`config.mk`:
```
export PLATFORM = sky130hd
export DESIGN_NAME = time_adjust_controller
export DESIGN_NICKNAME = d
export VERILOG_FILES = /design/src/rtl/clock_pkg.sv /design/src/rtl/button_repeater.sv /design/src/rtl/time_adjust_controller.sv
export SDC_FILE = /design/constraint.sdc
export NUM_CORES = 1
export LEC_CHECK = 0
export ABC_AREA = 1
export BUFFER_PORTS_ARGS = -buffer_cell sky130_fd_sc_hd__buf_2
export CORE_UTILIZATION = 30
export CTS_CLUSTER_DIAMETER = 200
export CTS_CLUSTER_SIZE = 24
export DETAILED_ROUTE_END_ITERATION = 10
export PLACE_DENSITY = 0.52
export RECOVER_POWER = 100
export SLEW_MARGIN = 15
export SYNTH_ARGS = -nofsm -noshare
export SYNTH_HDL_FRONTEND = slang
export SYNTH_SLANG_ARGS = --single-unit
```
`constraint.sdc`:
```
create_clock -name clk -period 3.6 [get_ports clk]
set_clock_uncertainty 0.1 [all_clocks]
set_input_delay 0.18 -clock clk [delete_from_list [all_inputs] [get_ports clk]]
set_output_delay 0.18 -clock clk [all_outputs]
set_load 0.03 [all_outputs]
```
`src/rtl/clock_pkg.sv`:
```
// Shared definitions for the clock/alarm set-mode front end:
// mode encodings, time-field bit positions and small mode helpers.
package clock_pkg;

  localparam int MODE_W = 3;

  localparam int F_CMIN = 0;
  localparam int F_CHR  = 1;
  localparam int F_AMIN = 2;
  localparam int F_AHR  = 3;

  typedef enum logic [MODE_W-1:0] {
    RUN    = 3'd0,
    SET_CH = 3'd1,
    SET_CM = 3'd2,
    SET_AH = 3'd3,
    SET_AM = 3'd4
  } mode_e;

  function automatic logic is_set(input mode_e m);
    return (m == SET_CH) || (m == SET_CM) || (m == SET_AH) || (m == SET_AM);
  endfunction

  function automatic logic is_legal(input mode_e m);
    return (m == RUN) || is_set(m);
  endfunction

  function automatic mode_e advance(input mode_e m);
    mode_e n;
    case (m)
      RUN:     n = SET_CH;
      SET_CH:  n = SET_CM;
      SET_CM:  n = SET_AH;
      SET_AH:  n = SET_AM;
      default: n = RUN;
    endcase
    return n;
  endfunction

  // One-hot pulse lane for the field being adjusted; zero outside set modes.
  function automatic logic [3:0] field_mask(input mode_e m);
    logic [3:0] mask;
    mask = 4'b0000;
    case (m)
      SET_CH:  mask[F_CHR]  = 1'b1;
      SET_CM:  mask[F_CMIN] = 1'b1;
      SET_AH:  mask[F_AHR]  = 1'b1;
      SET_AM:  mask[F_AMIN] = 1'b1;
      default: mask = 4'b0000;
    endcase
    return mask;
  endfunction

endpackage

```
`src/rtl/button_repeater.sv`:
```
// Edge detector plus hold/rate counters for one adjust button. o_fire is a
// combinational one-cycle request; the parent registers and routes it.
module button_repeater
  import clock_pkg::*;
#(
  parameter int REPEAT_DELAY = 500,
  parameter int REPEAT_RATE  = 100,
  parameter int CW           = 16
) (
  input  logic clk,
  input  logic rst,
  input  logic i_tick,
  input  logic i_btn,
  input  logic i_clear,
  output logic o_fire
);

  logic          r_prev;
  logic          r_armed;
  logic [CW-1:0] r_hold;
  logic [CW-1:0] r_rate;

  logic w_edge;
  logic w_active;
  logic w_hold_hit;
  logic w_rate_hit;

  // A button disarmed by a clear stays silent until it is released and pressed again.
  assign w_edge     = i_btn & ~r_prev & ~i_clear;
  assign w_active   = i_btn & r_armed & ~i_clear;
  assign w_hold_hit = w_active & i_tick & (r_hold == CW'(REPEAT_DELAY - 1));
  assign w_rate_hit = w_active & i_tick & (r_hold == CW'(REPEAT_DELAY))
                    & (r_rate == CW'(REPEAT_RATE - 1));
  assign o_fire     = w_edge | w_hold_hit | w_rate_hit;

  // Edge history, arm flag and hold/rate counters.
  always_ff @(posedge clk) begin
    if (!rst) begin
      r_prev  <= 1'b0;
      r_armed <= 1'b0;
      r_hold  <= '0;
      r_rate  <= '0;
    end else begin
      r_prev  <= i_btn;
      r_armed <= w_edge | w_active;
      if (!w_active) begin
        r_hold <= '0;
        r_rate <= '0;
      end else if (i_tick) begin
        if (r_hold != CW'(REPEAT_DELAY)) begin
          r_hold <= r_hold + CW'(1);
        end else if (w_rate_hit) begin
          r_rate <= '0;
        end else begin
          r_rate <= r_rate + CW'(1);
        end
      end
    end
  end

endmodule

```
`src/rtl/time_adjust_controller.sv`:
```
// Set-mode FSM and adjust-pulse generator feeding the clock/alarm counters:
// routes up/down presses to one time field, blinks it, and times out to RUN.
module time_adjust_controller
  import clock_pkg::*;
#(
  parameter int REPEAT_DELAY = 500,
  parameter int REPEAT_RATE  = 100,
  parameter int TIMEOUT      = 10000,
  parameter int BLINK_HALF   = 250,
  parameter int CW           = 16
) (
  input  logic              clk,
  input  logic              rst,
  input  logic              tick,
  input  logic              btn_mode,
  input  logic              btn_up,
  input  logic              btn_down,
  output logic [3:0]        up_pulse,
  output logic [3:0]        down_pulse,
  output logic              clock_run,
  output logic [MODE_W-1:0] mode,
  output logic              blink
);

  mode_e         r_mode;
  mode_e         w_next_mode;
  logic          r_mode_prev;
  logic [CW-1:0] r_to;
  logic [CW-1:0] r_blink_cnt;
  logic          r_blink;
  logic          r_run;
  logic [3:0]    r_up;
  logic [3:0]    r_down;

  logic       w_mode_edge;
  logic       w_in_set;
  logic       w_any_btn;
  logic       w_to_hit;
  logic       w_mode_chg;
  logic       w_clear;
  logic       w_up_fire;
  logic       w_down_fire;
  logic [3:0] w_mask;

  assign w_mode_edge = btn_mode & ~r_mode_prev;
  assign w_in_set    = is_set(r_mode);
  assign w_any_btn   = btn_mode | btn_up | btn_down;
  assign w_to_hit    = w_in_set & tick & ~w_any_btn & (r_to == CW'(TIMEOUT - 1));
  assign w_mode_chg  = (w_next_mode != r_mode);
  // Chords, mode changes and RUN all disarm the repeaters.
  assign w_clear     = w_mode_chg | (btn_up & btn_down) | ~w_in_set;
  assign w_mask      = field_mask(r_mode);

  button_repeater #(
    .REPEAT_DELAY(REPEAT_DELAY), .REPEAT_RATE(REPEAT_RATE), .CW(CW)
  ) u_rep_up (
    .clk(clk), .rst(rst), .i_tick(tick), .i_btn(btn_up),
    .i_clear(w_clear), .o_fire(w_up_fire)
  );

  button_repeater #(
    .REPEAT_DELAY(REPEAT_DELAY), .REPEAT_RATE(REPEAT_RATE), .CW(CW)
  ) u_rep_down (
    .clk(clk), .rst(rst), .i_tick(tick), .i_btn(btn_down),
    .i_clear(w_clear), .o_fire(w_down_fire)
  );

  // Next mode: a mode press outranks an expiring timeout.
  always_comb begin
    w_next_mode = r_mode;
    if (!is_legal(r_mode)) begin
      w_next_mode = RUN;
    end else if (w_mode_edge) begin
      w_next_mode = advance(r_mode);
    end else if (w_to_hit) begin
      w_next_mode = RUN;
    end else begin
      w_next_mode = r_mode;
    end
  end

  // Mode register and registered outputs.
  always_ff @(posedge clk) begin
    if (!rst) begin
      r_mode      <= RUN;
      r_mode_prev <= 1'b0;
      r_run       <= 1'b0;
      r_up        <= 4'b0000;
      r_down      <= 4'b0000;
    end else begin
      r_mode      <= w_next_mode;
      r_mode_prev <= btn_mode;
      r_run       <= (w_next_mode == RUN);
      r_up        <= w_up_fire ? w_mask : 4'b0000;
      r_down      <= (w_down_fire & ~w_up_fire) ? w_mask : 4'b0000;
    end
  end

  // Inactivity counter, saturating at TIMEOUT.
  always_ff @(posedge clk) begin
    if (!rst) begin
      r_to <= '0;
    end else if (!w_in_set || w_mode_chg || w_any_btn) begin
      r_to <= '0;
    end else if (tick && (r_to != CW'(TIMEOUT))) begin
      r_to <= r_to + CW'(1);
    end
  end

  // Blink phase restarts lit on every entry into a set mode.
  always_ff @(posedge clk) begin
    if (!rst) begin
      r_blink     <= 1'b0;
      r_blink_cnt <= '0;
    end else if (w_next_mode == RUN) begin
      r_blink     <= 1'b0;
      r_blink_cnt <= '0;
    end else if (w_mode_chg) begin
      r_blink     <= 1'b1;
      r_blink_cnt <= '0;
    end else if (tick) begin
      if (r_blink_cnt == CW'(BLINK_HALF - 1)) begin
        r_blink     <= ~r_blink;
        r_blink_cnt <= '0;
      end else begin
        r_blink_cnt <= r_blink_cnt + CW'(1);
      end
    end
  end

  assign up_pulse   = r_up;
  assign down_pulse = r_down;
  assign clock_run  = r_run;
  assign mode       = r_mode;
  assign blink      = r_blink;

endmodule

```
==> flow_metrics.py <==
metrics = {
    "pwr": {
        "p_comb_share_pct": 3.2,
        "power.switching_uw": 694,
        "pwr-share-seq_pct": 38.3,
        "power_uw": 3350,
        "p_int_uw": 2650,
        "sw_frac_of_total_pct": 20.7,
        "pwr-share-clk_pct": 58.5,
        "powerDensity_nw_per_um2": 502,
        "ir_drop_uv": 338,
        "p_leak_uw": 0.00233,
    },
    "clock_tree": {
        "path_clk_slew_ps": 50,
        "insertion_delay_ps": 420,
        "htreeDepth": 4,
        "clock-sinks": 114,
        "cts_setup_buffers": 0,
        "numCtsBuffers": 17,
        "root_buffer": "clkbuf_16",
        "post_cts_resized": 0,
        "cts_tree": "done",
        "clockBufferDepth": 2,
    },
    "final_layout": {
        "multi_input_area_um2": 2890,
        "drive_gt1_share_pct": 7.58,
        "diodes": 0,
        "final_common_cell": "nand2_1",
        "syn_to_final_growth_pct": 16.4,
        "final_cell_mix": "nand2_1 (137), nor2_1 (125), dfxtp_1 (114)",
        "postLayoutCellArea_um2": 6670,
        "n_fill_cell": 2008,
        "fin_nets": 834,
        "ff_latch_area_um2": 2280,
    },
    "setup_path": {
        "critPathLaunchType": "input port",
        "r2r_start": "r_to[0]",
        "cpPeakStageDelay_ps": 570,
        "path_cells": "dlygate4sd3_1 > clkbuf_1 > nor2_1 > nand3_1 > nor2_1 > nand2_2 > o21ai_0 > nand2_1 > nand3_1 > nand2_1 > nor2_1 > nand4_1 > nor2_4 > nand3_1 > nor3_1",
        "slowest_stage": "dlygate4sd3_1",
        "worstPathRequired_ps": 3830,
        "crit_fanout": 6,
        "cp-startpoint": "btn_down",
        "critPathArrivalTime_ps": 3010,
        "cp_num_buf_inv": 2,
        "endpoint_kind": "register",
        "path_class": "input port to register",
        "critPathTopFamily": "simple AND/OR/NAND/NOR gates",
    },
    "global_route": {
        "grt_overflow": 0,
        "grt_usage_pct": 13.3,
        "antenna_found_initial": 1,
        "grt_max_degree": 28,
        "grt_first_pass_wirelength_um": 21000,
        "first_global_vias": 4478,
    },
    "floorplan": {
        "coreArea_um2": 18700,
        "ios": 19,
        "dieArea_um2": 19700,
        "row_count": 50,
        "die_x_um": 140,
        "start_util_pct": 30.6,
        "die_h_um": 140,
    },
    "logic_synthesis": {
        "ys_ff_latch": 114,
        "synthAdderAreaFrac_pct": 2.18,
        "yosys_warnings": 0,
        "synth.area.mux_share_pct": 0,
        "ys_seq_area_share_pct": 39.8,
        "synth_top_family_by_area": "simple AND/OR/NAND/NOR gates",
        "synth_edf_count": 0,
        "synth_xor_area_share_pct": 7.80,
        "yosysUniqueCellTypes": 40,
        "synth_nets": 804,
        "synth-main-ff-cell": "dfxtp_1",
        "synth.avg_cell_area_um2": 7.27,
        "synth_compound_area_share_pct": 6.33,
        "syn-cell-area_um2": 5730,
        "syn_inst": 788,
        "async_flop_share_pct": 0,
        "synthSimpleGateAreaFrac_pct": 35.6,
    },
    "detailed_routing": {
        "antenna_left": 0,
        "drcViolationCount": 0,
        "wl_per_cell_um": 11.4,
        "drt_pass1_iterations": 6,
        "vias": 4800,
        "vias_per_cell": 4.51,
        "initialDrtViolationCount": 272,
        "wl_um": 12100,
    },
    "placement": {
        "gp_congestion": 0.783,
        "hpwl_um": 8740,
        "placed_area_um2": 6040,
        "port_buffers": 18,
    },
    "sta": {
        "setup_viol_count_final": 0,
        "fmax_ghz": 0.360,
        "maxSlewViolCount": 0,
        "max_slew_margin_pct": 63.7,
        "worst_pin_slew_ps": 540,
        "finalHoldViolCount": 0,
        "fin_tns_setup_ps": 0,
        "finalCriticalPeriod_ps": 2780,
        "grt_setup_unrepaired": "false",
        "hold_ws_ps": 71.2,
        "timing.final.crit_share_pct": 77.3,
    },
    "flow_run": {
        "maxCapViolCount": 0,
    },
    "outcome": {
        "status": "finished clean",
    },
    "hold_path": {
        "hold_start": "rst",
        "hold_class": "input port to register",
    },
}
-- flip-flops by register name, summed over array words and instances, names as in the netlist, 3 cells and up --
register and flops:
up_pulse 4, u_rep_down.r_rate 16, u_rep_up.r_hold 16, u_rep_down.r_hold 16, r_to 16, u_rep_up.r_rate 16, r_blink_cnt 16, mode 3
down_pulse 4
-- routing by layer --
| metal | up-vias | part of all wire, % | track usage [%] |
|---|---|---|---|
| li1 | 2616 | - | - |
| met1 | 2136 | 53 | 17.5 |
| met2 | 35 | 43 | 20.5 |
| met3 | 11 | 2.8 | 3.97 |
| met4 | 2 | 1.2 | 5.03 |
| met5 | - | 0.099 | 0 |
-- worst paths after layout --
check,endpoint,slack [ps],cells past startpoint
setup / recovery,u_rep_up.r_rate[2],820,15
hold / removal,u_rep_up.r_prev,70,3
setup reg to reg,u_rep_up.r_rate[2],870,15
hold reg to reg,u_rep_down.r_hold[7],380,2
-- logic make-up after synthesis --
| logic type | after synthesis |
|---|---|
| compound gates | 58 |
| simple gates | 438 |
| flops | 114 |
| buf+inv | 117 |
| fa+ha+maj | 10 |
| xor+xnor | 51 |
-- power by group through the flow --
stage | Sequential [µW] | Combinational [µW] | Clock [µW]
floorplan | 1320 | 76.1 | 0
global placement | 1310 | 117 | 0
detailed placement | 1310 | 117 | 0
CTS | 1280 | 121 | 2000
global route | 1280 | 121 | 2080
finish | 1280 | 108 | 1960
-- synth_stat cells (2+ instances only) --
library cell / instances / share of area [%]
a211oi_1: 2 / 0.26
a21oi_1: 18 / 1.6
a21oi_2: 12 / 1.8
buf_2: 4 / 0.35
buf_4: 2 / 0.26
buf_6: 3 / 0.59
clkbuf_1: 2 / 0.13
dfxtp_1: 114 / 40
ha_1: 10 / 2.2
inv_1: 99 / 6.5
inv_2: 6 / 0.39
nand2_1: 137 / 9.0
nand2_2: 3 / 0.33
nand2_4: 2 / 0.39
nand3_1: 54 / 4.7
nand3_2: 2 / 0.35
nand4_1: 26 / 2.8
nor2_1: 123 / 8.1
nor2_2: 2 / 0.22
nor2_4: 4 / 0.79
nor3_1: 40 / 3.5
nor3b_1: 9 / 1.2
nor4_1: 20 / 2.2
o21ai_0: 13 / 1.1
o21ai_1: 6 / 0.52
or2_2: 12 / 1.3
xnor2_1: 8 / 1.2
xor2_1: 43 / 6.6
-- worst reg2reg max path, stage by stage (launching register included) --
cell     delay [ps]
dfxtp_1         350
ha_1            190
nand2_1          70
inv_2            60
nand2_1          70
nor2_1          130
nand2_2          70
o21ai_0         140
nand2_1          90
nand3_1          80
nand2_1          60
nor2_1          160
nand4_1         350
nor2_4          280
nand3_1         250
nor3_1          210
-- per-stage QoR --
| step | std cells | worst slack, ps | util [%] |
|---|---|---|---|
| after floorplan | 788 | 1360 | - |
| after global routing | 1065 | 510 | 35.6 |
| after detailed placement | 1030 | 1090 | 32.3 |
| after global placement | 1030 | 1120 | 32.3 |
| final | 1065 | 819 | 35.6 |
| after CTS | 1065 | 1090 | 36.2 |
-- what timing repair did --
item                                    CTS  global route
endpoints found under the setup margin    0             0
hold endpoints to repair                  4             0
hold buffers                              3             0
-- cell type report --
type                    instances  share of cell area [%]
multi-input cells             557                    43.4
clock buffers                  20                    7.00
repair buffers                 22                    1.61
flip-flops and latches        114                    34.2
inverters                     106                    5.97
clock inverters                12                    3.42
well taps                     234                    4.39
Power figures use the tool's default switching activity.
